### config.mk
export PLATFORM = sky130hd
export DESIGN_NAME = ddr_wr_datapath
export DESIGN_NICKNAME = d
export VERILOG_FILES = /design/src/rtl/ddr_phy_pkg.sv /design/src/rtl/ddr_wr_lat_cnt.sv /design/src/rtl/ddr_wr_datapath.sv
export SDC_FILE = /design/constraint.sdc
export NUM_CORES = 1
export LEC_CHECK = 0
export ABC_CLOCK_PERIOD_IN_PS = 1750
export CAP_MARGIN = 20
export CORE_MARGIN = 4
export CORE_UTILIZATION = 36
export CTS_CLUSTER_SIZE = 28
export DETAILED_ROUTE_END_ITERATION = 10
export PLACE_DENSITY = 0.84
export SETUP_SLACK_MARGIN = 0.05
export SLEW_MARGIN = 30
export SYNTH_ARGS = -nofsm -noshare
export SYNTH_HDL_FRONTEND = slang
export SYNTH_SLANG_ARGS = --single-unit
### constraint.sdc
create_clock -name sdram_clk_270 -period 1.75 [get_ports sdram_clk_270]
set_clock_uncertainty 0.2 [all_clocks]
set_input_delay 0.35 -clock sdram_clk_270 [delete_from_list [all_inputs] [get_ports sdram_clk_270]]
set_output_delay 0.35 -clock sdram_clk_270 [all_outputs]
set_load 0.1 [all_outputs]
### src/rtl/ddr_phy_pkg.sv
`default_nettype none
// +--------------------------------------------------------------------+
// | ddr_phy_pkg: shared types and helpers for the DDR2 PHY write path  |
// | Revision: 1.0                                                      |
// +--------------------------------------------------------------------+
package ddr_phy_pkg;

  typedef enum logic [2:0] {
    ST_IDLE  = 3'd0,
    ST_WAIT  = 3'd1,
    ST_PRE   = 3'd2,
    ST_BURST = 3'd3,
    ST_POST  = 3'd4
  } wr_state_e;

  localparam int LAT_CNT_W = 4;

  // Tx word layout, MSB first: {rise dq, fall dq, rise be, fall be}
  function automatic int rise_dq_lsb(input int dq_w, input int dm_w);
    return dq_w + 2 * dm_w;
  endfunction

  function automatic int fall_dq_lsb(input int dm_w);
    return 2 * dm_w;
  endfunction

  function automatic int rise_be_lsb(input int dm_w);
    return dm_w;
  endfunction

  function automatic int fall_be_lsb();
    return 0;
  endfunction

  function automatic bit burst_len_ok(input int bl);
    return (bl == 4) || (bl == 8);
  endfunction

  function automatic bit wl_ok(input int wl);
    return (wl >= 2) && (wl <= 15);
  endfunction

  function automatic bit dq_w_ok(input int dq_w, input int dm_w);
    return (dq_w > 0) && (dq_w % 8 == 0) && (dm_w == dq_w / 8);
  endfunction

endpackage
`default_nettype wire

### src/rtl/ddr_wr_lat_cnt.sv
`default_nettype none
// +--------------------------------------------------------------------+
// | ddr_wr_lat_cnt: loadable saturating down-counter with zero flag    |
// | Revision: 1.0                                                      |
// +--------------------------------------------------------------------+
module ddr_wr_lat_cnt #(
  parameter int W = 4
) (
  input  logic         sdram_clk_270,
  input  logic         wb_rst,
  input  logic         load_i,
  input  logic [W-1:0] load_val_i,
  input  logic         dec_i,
  output logic [W-1:0] cnt_o,
  output logic         zero_o
);

  logic [W-1:0] cnt_q;

  always_ff @(posedge sdram_clk_270 or posedge wb_rst) begin
    if (wb_rst) begin
      cnt_q <= '0;
    end else if (load_i) begin
      cnt_q <= load_val_i;
    end else if (dec_i && (cnt_q != '0)) begin
      cnt_q <= cnt_q - 1'b1;
    end
  end

  assign cnt_o  = cnt_q;
  assign zero_o = (cnt_q == '0);

endmodule
`default_nettype wire

### src/rtl/ddr_wr_datapath.sv
`default_nettype none
// +--------------------------------------------------------------------+
// | ddr_wr_datapath: DDR2 write latency/DQS timing and registered DQ/DM |
// | Revision: 1.0                                                      |
// +--------------------------------------------------------------------+
module ddr_wr_datapath
  import ddr_phy_pkg::*;
#(
  parameter int DQ_W      = 16,
  parameter int DM_W      = DQ_W / 8,
  parameter int BURST_LEN = 4,
  parameter int WL        = 3
) (
  input  logic                     sdram_clk_270,
  input  logic                     wb_rst,
  input  logic                     wr_start_i,
  input  logic [2*DQ_W+2*DM_W-1:0] tx_dat_i,
  input  logic                     tx_vld_i,
  output logic                     tx_rdy_o,
  input  logic                     dqm_en_i,
  input  logic                     underrun_clr_i,
  output logic [DQ_W-1:0]          dq_rise_o,
  output logic [DQ_W-1:0]          dq_fall_o,
  output logic [DM_W-1:0]          dm_rise_o,
  output logic [DM_W-1:0]          dm_fall_o,
  output logic                     dq_oe_o,
  output logic [DM_W-1:0]          dqs_oe_o,
  output logic                     dqs_tgl_o,
  output logic                     busy_o,
  output logic                     wr_done_o,
  output logic                     underrun_o
);

  localparam int RDQ_LSB = rise_dq_lsb(DQ_W, DM_W);
  localparam int FDQ_LSB = fall_dq_lsb(DM_W);
  localparam int RBE_LSB = rise_be_lsb(DM_W);
  localparam int FBE_LSB = fall_be_lsb();

  localparam logic [LAT_CNT_W-1:0] LAT_LOAD  = LAT_CNT_W'(WL - 2);
  localparam logic [LAT_CNT_W-1:0] BEAT_LOAD = LAT_CNT_W'(BURST_LEN / 2 - 1);

  if (!burst_len_ok(BURST_LEN) || !wl_ok(WL) || !dq_w_ok(DQ_W, DM_W)) begin : g_param_check
    $error("ddr_wr_datapath: illegal DQ_W/DM_W/BURST_LEN/WL");
  end

  wr_state_e state_q, state_d;

  logic                 cnt_load;
  logic [LAT_CNT_W-1:0] cnt_load_val;
  logic                 cnt_dec;
  logic [LAT_CNT_W-1:0] cnt_val;
  logic                 cnt_zero;

  ddr_wr_lat_cnt #(.W(LAT_CNT_W)) u_lat_cnt (
    .sdram_clk_270 (sdram_clk_270),
    .wb_rst        (wb_rst),
    .load_i        (cnt_load),
    .load_val_i    (cnt_load_val),
    .dec_i         (cnt_dec),
    .cnt_o         (cnt_val),
    .zero_o        (cnt_zero)
  );

  always_ff @(posedge sdram_clk_270 or posedge wb_rst) begin
    if (wb_rst) state_q <= ST_IDLE;
    else        state_q <= state_d;
  end

  always_comb begin
    state_d      = state_q;
    cnt_load     = 1'b0;
    cnt_load_val = LAT_LOAD;
    cnt_dec      = 1'b0;
    case (state_q)
      ST_IDLE, ST_POST: begin
        if (wr_start_i) begin
          cnt_load = 1'b1;
          state_d  = (WL == 2) ? ST_PRE : ST_WAIT;
        end else begin
          state_d  = ST_IDLE;
        end
      end
      ST_WAIT: begin
        cnt_dec = 1'b1;
        // leave as the count steps to zero so WAIT spans exactly WL-2 clocks
        if (cnt_val == LAT_CNT_W'(1)) state_d = ST_PRE;
      end
      ST_PRE: begin
        cnt_load     = 1'b1;
        cnt_load_val = BEAT_LOAD;
        state_d      = ST_BURST;
      end
      ST_BURST: begin
        cnt_dec = 1'b1;
        if (cnt_zero) state_d = ST_POST;
      end
      default: state_d = ST_IDLE;
    endcase
  end

  logic in_burst;
  logic dqs_on;
  assign in_burst = (state_q == ST_BURST);
  assign dqs_on   = (state_q == ST_PRE) || in_burst || (state_q == ST_POST);
  assign tx_rdy_o = in_burst;
  assign busy_o   = (state_q != ST_IDLE);

  logic [DQ_W-1:0] dq_rise_q, dq_rise_d, dq_fall_q, dq_fall_d;
  logic [DM_W-1:0] dm_rise_q, dm_rise_d, dm_fall_q, dm_fall_d;
  logic [DM_W-1:0] dqs_oe_q;
  logic            dq_oe_q, dqs_tgl_q, wr_done_q, underrun_q, underrun_d;

  always_comb begin
    dq_rise_d  = '0;
    dq_fall_d  = '0;
    dm_rise_d  = '0;
    dm_fall_d  = '0;
    underrun_d = underrun_q;
    if (underrun_clr_i) underrun_d = 1'b0;
    if (in_burst) begin
      if (tx_vld_i) begin
        dq_rise_d = tx_dat_i[RDQ_LSB +: DQ_W];
        dq_fall_d = tx_dat_i[FDQ_LSB +: DQ_W];
        dm_rise_d = dqm_en_i ? '0 : ~tx_dat_i[RBE_LSB +: DM_W];
        dm_fall_d = dqm_en_i ? '0 : ~tx_dat_i[FBE_LSB +: DM_W];
      end else begin
        // memory timing is fixed: emit a fully masked beat and flag it
        dm_rise_d  = '1;
        dm_fall_d  = '1;
        underrun_d = 1'b1;
      end
    end
  end

  always_ff @(posedge sdram_clk_270 or posedge wb_rst) begin
    if (wb_rst) begin
      dq_rise_q  <= '0;
      dq_fall_q  <= '0;
      dm_rise_q  <= '0;
      dm_fall_q  <= '0;
      dqs_oe_q   <= '0;
      dq_oe_q    <= 1'b0;
      dqs_tgl_q  <= 1'b0;
      wr_done_q  <= 1'b0;
      underrun_q <= 1'b0;
    end else begin
      dq_rise_q  <= dq_rise_d;
      dq_fall_q  <= dq_fall_d;
      dm_rise_q  <= dm_rise_d;
      dm_fall_q  <= dm_fall_d;
      dqs_oe_q   <= {DM_W{dqs_on}};
      dq_oe_q    <= in_burst;
      dqs_tgl_q  <= in_burst;
      wr_done_q  <= (state_q == ST_POST);
      underrun_q <= underrun_d;
    end
  end

  assign dq_rise_o  = dq_rise_q;
  assign dq_fall_o  = dq_fall_q;
  assign dm_rise_o  = dm_rise_q;
  assign dm_fall_o  = dm_fall_q;
  assign dqs_oe_o   = dqs_oe_q;
  assign dq_oe_o    = dq_oe_q;
  assign dqs_tgl_o  = dqs_tgl_q;
  assign wr_done_o  = wr_done_q;
  assign underrun_o = underrun_q;

endmodule
`default_nettype wire

==> flow_summary.ini <==
[global_routing]
grt_max_degree = 48
gr-usage-met2 = 0.254
antenna_found_initial = 0
grtUsageMet1 = 0.153
grt_use_met3 = 0.0454
grt_overflow_total = 0
top_usage_layer = met2
grt_pass1_vias = 1409
grt_pass1_wl_um = 6640
grt_util_all_layers = 0.138

[routing]
routedWlPerCell_um = 13.5
antenna_left = 0
viasPerCell = 4.48
wl_um = 4150
drcViolationCount = 0
vias = 1375
drt-initial-drc-count = 49
first_pass_iters = 4

[timing]
period_needed_ns = 1.85
hold_violations = 0
setup-violations-final = 2
slew_headroom = 0.759
finalMaxSlewViolations = 0
rsz0062_at_grt = yes
fmax_mhz = 541
fin_crit_sh = 1.06
worst_pin_slew_ns = 0.360
setup_ws_ns = -0.100

[cts]
clk_pin_slew_ns = 0.09
clkLatencyLatePin_ns = 0.29
cts_htree_levels = 2
tritoncts = done
clock_path_buffers = 2
cts_sinks = 47
cts_buffers = 5
clockRootBuffer = clkbuf_8

[worst_setup_path]
r2r-end = dq_rise_o[12]
endpoint = busy_o
critical_path.startpoint = state_q[0]
ff2ff_path_depth = 4
reg2reg_from = state_q[2]
max_stage_delay_ns = 0.43
cp.required_ns = 1.20
worstPathMaxFanout = 4
path_class = reg -> out
start_kind = register
critPathSlowestCell = dfrtp_2
worstPathArrival_ns = 1.30
worstPathCellList = or3_4 > buf_12
endpoint_kind = output pin
worst-r2r-setup-slack_ns = 0.13

[pwr]
power.total_mw = 5.82
ir_drop_mv = 1.13
clockPowerShare = 0.131
power.switching_mw = 2.73
power_frac_seq = 0.265
pwr-share-comb = 0.603
p_leak_nw = 1.53
switching_share = 0.470
p_int_mw = 3.09
p_per_area_nw_per_um2 = 1740

[status]
failed_checks = setup timing
status = finished with violations

[synth]
ys_ff_latch = 47
synth_most_common_cell = dfrtp_1
ys_types = 33
synth_top_area_frac = 0.653
yosys_warnings = 0
synthArstFlopShare = 1.00
synth_top_cell_by_area = dfrtp_1
syn_inst = 142
yosysSeqAreaShare = 0.653
synthTopCellsByArea = dfrtp_1, and2_1, buf_6
synth_fp_nets = 187
synth_common_cells = dfrtp_1, and2_1, inv_1
syn_area_per_cell_um2 = 12.7
synth_area_um2 = 1800
synth_edf_count = 0
synth_top_flop_cell = dfrtp_1

[final_layout]
final_util = 0.701
layout.nets = 284
antenna_cells = 0
final_cells = 307
final_area_um2 = 3350
layout-drive-gt1-share = 0.333
area_growth_pct = 86.2

[floorplan]
start_util = 0.376
die_w_um = 78.7
die_y_um = 78.7
die-area_um2 = 6200
io_pins = 86
rows = 25
fp.coreArea_um2 = 4790

[place]
gp_congestion = 0.815
dpl.hpwl_um = 3200
place_inst = 291
dpl-instance-area_um2 = 3160
pre_cts_ws_ns = 0.0354
port_buffers = 85

[job]
drv_cap = 0

[min_path]
hold_class = in -> async
## metal layers
layer / vias up / wire length (µm)
met4: 0 / 34
met1: 666 / 1530
li1: 645 / -
met3: 2 / 380
met2: 62 / 2200
met5: - / 0
## cell families (layout without fill, tap and decap cells)
family / after synthesis / after routing / synth area share
muxes: 1 / 1 / 0.00556
AOI/OAI and AO/OA: 16 / 16 / 0.0563
adders and majority gates: 3 / 3 / 0.0209
and+or+nand+nor: 60 / 60 / 0.212
DFF: 47 / 47 / 0.653
buffers and inverters: 15 / 113 / 0.0521
## final cells by class
type                    count  area, µm²
repair buffers             97       1390
inverters                   8       33.8
fillers                   317       1430
well taps                  67       83.8
multi-input cells          80        556
flip-flops and latches     47       1180
clock inverters             1       30.0
clock buffers               7       76.3
## cells in the final DEF (no fill, tap or decap), types with 2 or more instances in the layout
cell	Yosys	layout
a21oi_1	4	3
a21oi_2	1	2
and2_1	32	30
and2_4	0	2
buf_12	0	45
buf_4	2	11
clkbuf_1	1	2
clkbuf_8	0	5
clkdlybuf4s50_1	0	41
dfrtp_1	47	44
dfrtp_2	0	3
ha_1	3	2
inv_1	8	4
inv_2	0	3
nand2_1	3	3
nand3_1	2	2
nor2_1	7	7
nor3_1	2	2
o21a_1	4	4
o21ai_0	4	4
## timing repair
item	in CTS	in global routing
setup endpoints to repair	3	15
gates resized for setup	3	5
hold buffers	0	0
setup buffers	5	3
pin swaps	0	6
## sequential cells by signal (all words and copies together) (netlist names)
signal and count:
dm_rise_o 2, underrun_o 1, state_q 3, u_lat_cnt.cnt_o 4, dq_fall_o 16, dqs_oe_o 1, wr_done_o 1, dm_fall_o 2
dqs_tgl_o 1, dq_rise_o 16
## power groups by stage
stage	clock network [mW]	logic (mW)	registers (mW)
after detailed placement	0	3.36	1.60
after CTS	0.794	3.47	1.55
final	0.765	3.51	1.54
after floorplan	0	1.09	2.65
after global routing	0.834	3.67	1.57
after global placement	0	3.31	1.58
## worst min path at each step
stage / start / end / slack, ns / cells after the start
2_1_floorplan: tx_vld_i / underrun_o / 0.24 / 1
6_report: wb_rst / dq_fall_o[10] / 0.23 / 3
3_5_place_dp: state_q[2] / state_q[1] / 0.32 / 1
4_1_cts: wb_rst / dq_fall_o[10] / 0.24 / 3
3_3_place_gp: state_q[2] / state_q[1] / 0.32 / 1
5_1_grt: wb_rst / dq_fall_o[10] / 0.24 / 3
## through the flow
stage	hold WS, ns	TNS, ns
global route	0.244	-0.248
CTS	0.238	-0.149
global placement	0.317	0
finish	0.227	-0.134
floorplan	0.239	-0.0346
detailed placement	0.322	0
## worst max-delay path, delay by kind of cell (launching register included)
family	cells	cell delay (ns)
DFF	1	0.43
and+or+nand+nor	1	0.40
buffers and inverters	1	0.17
No activity file was read; power rests on OpenSTA's default activity.
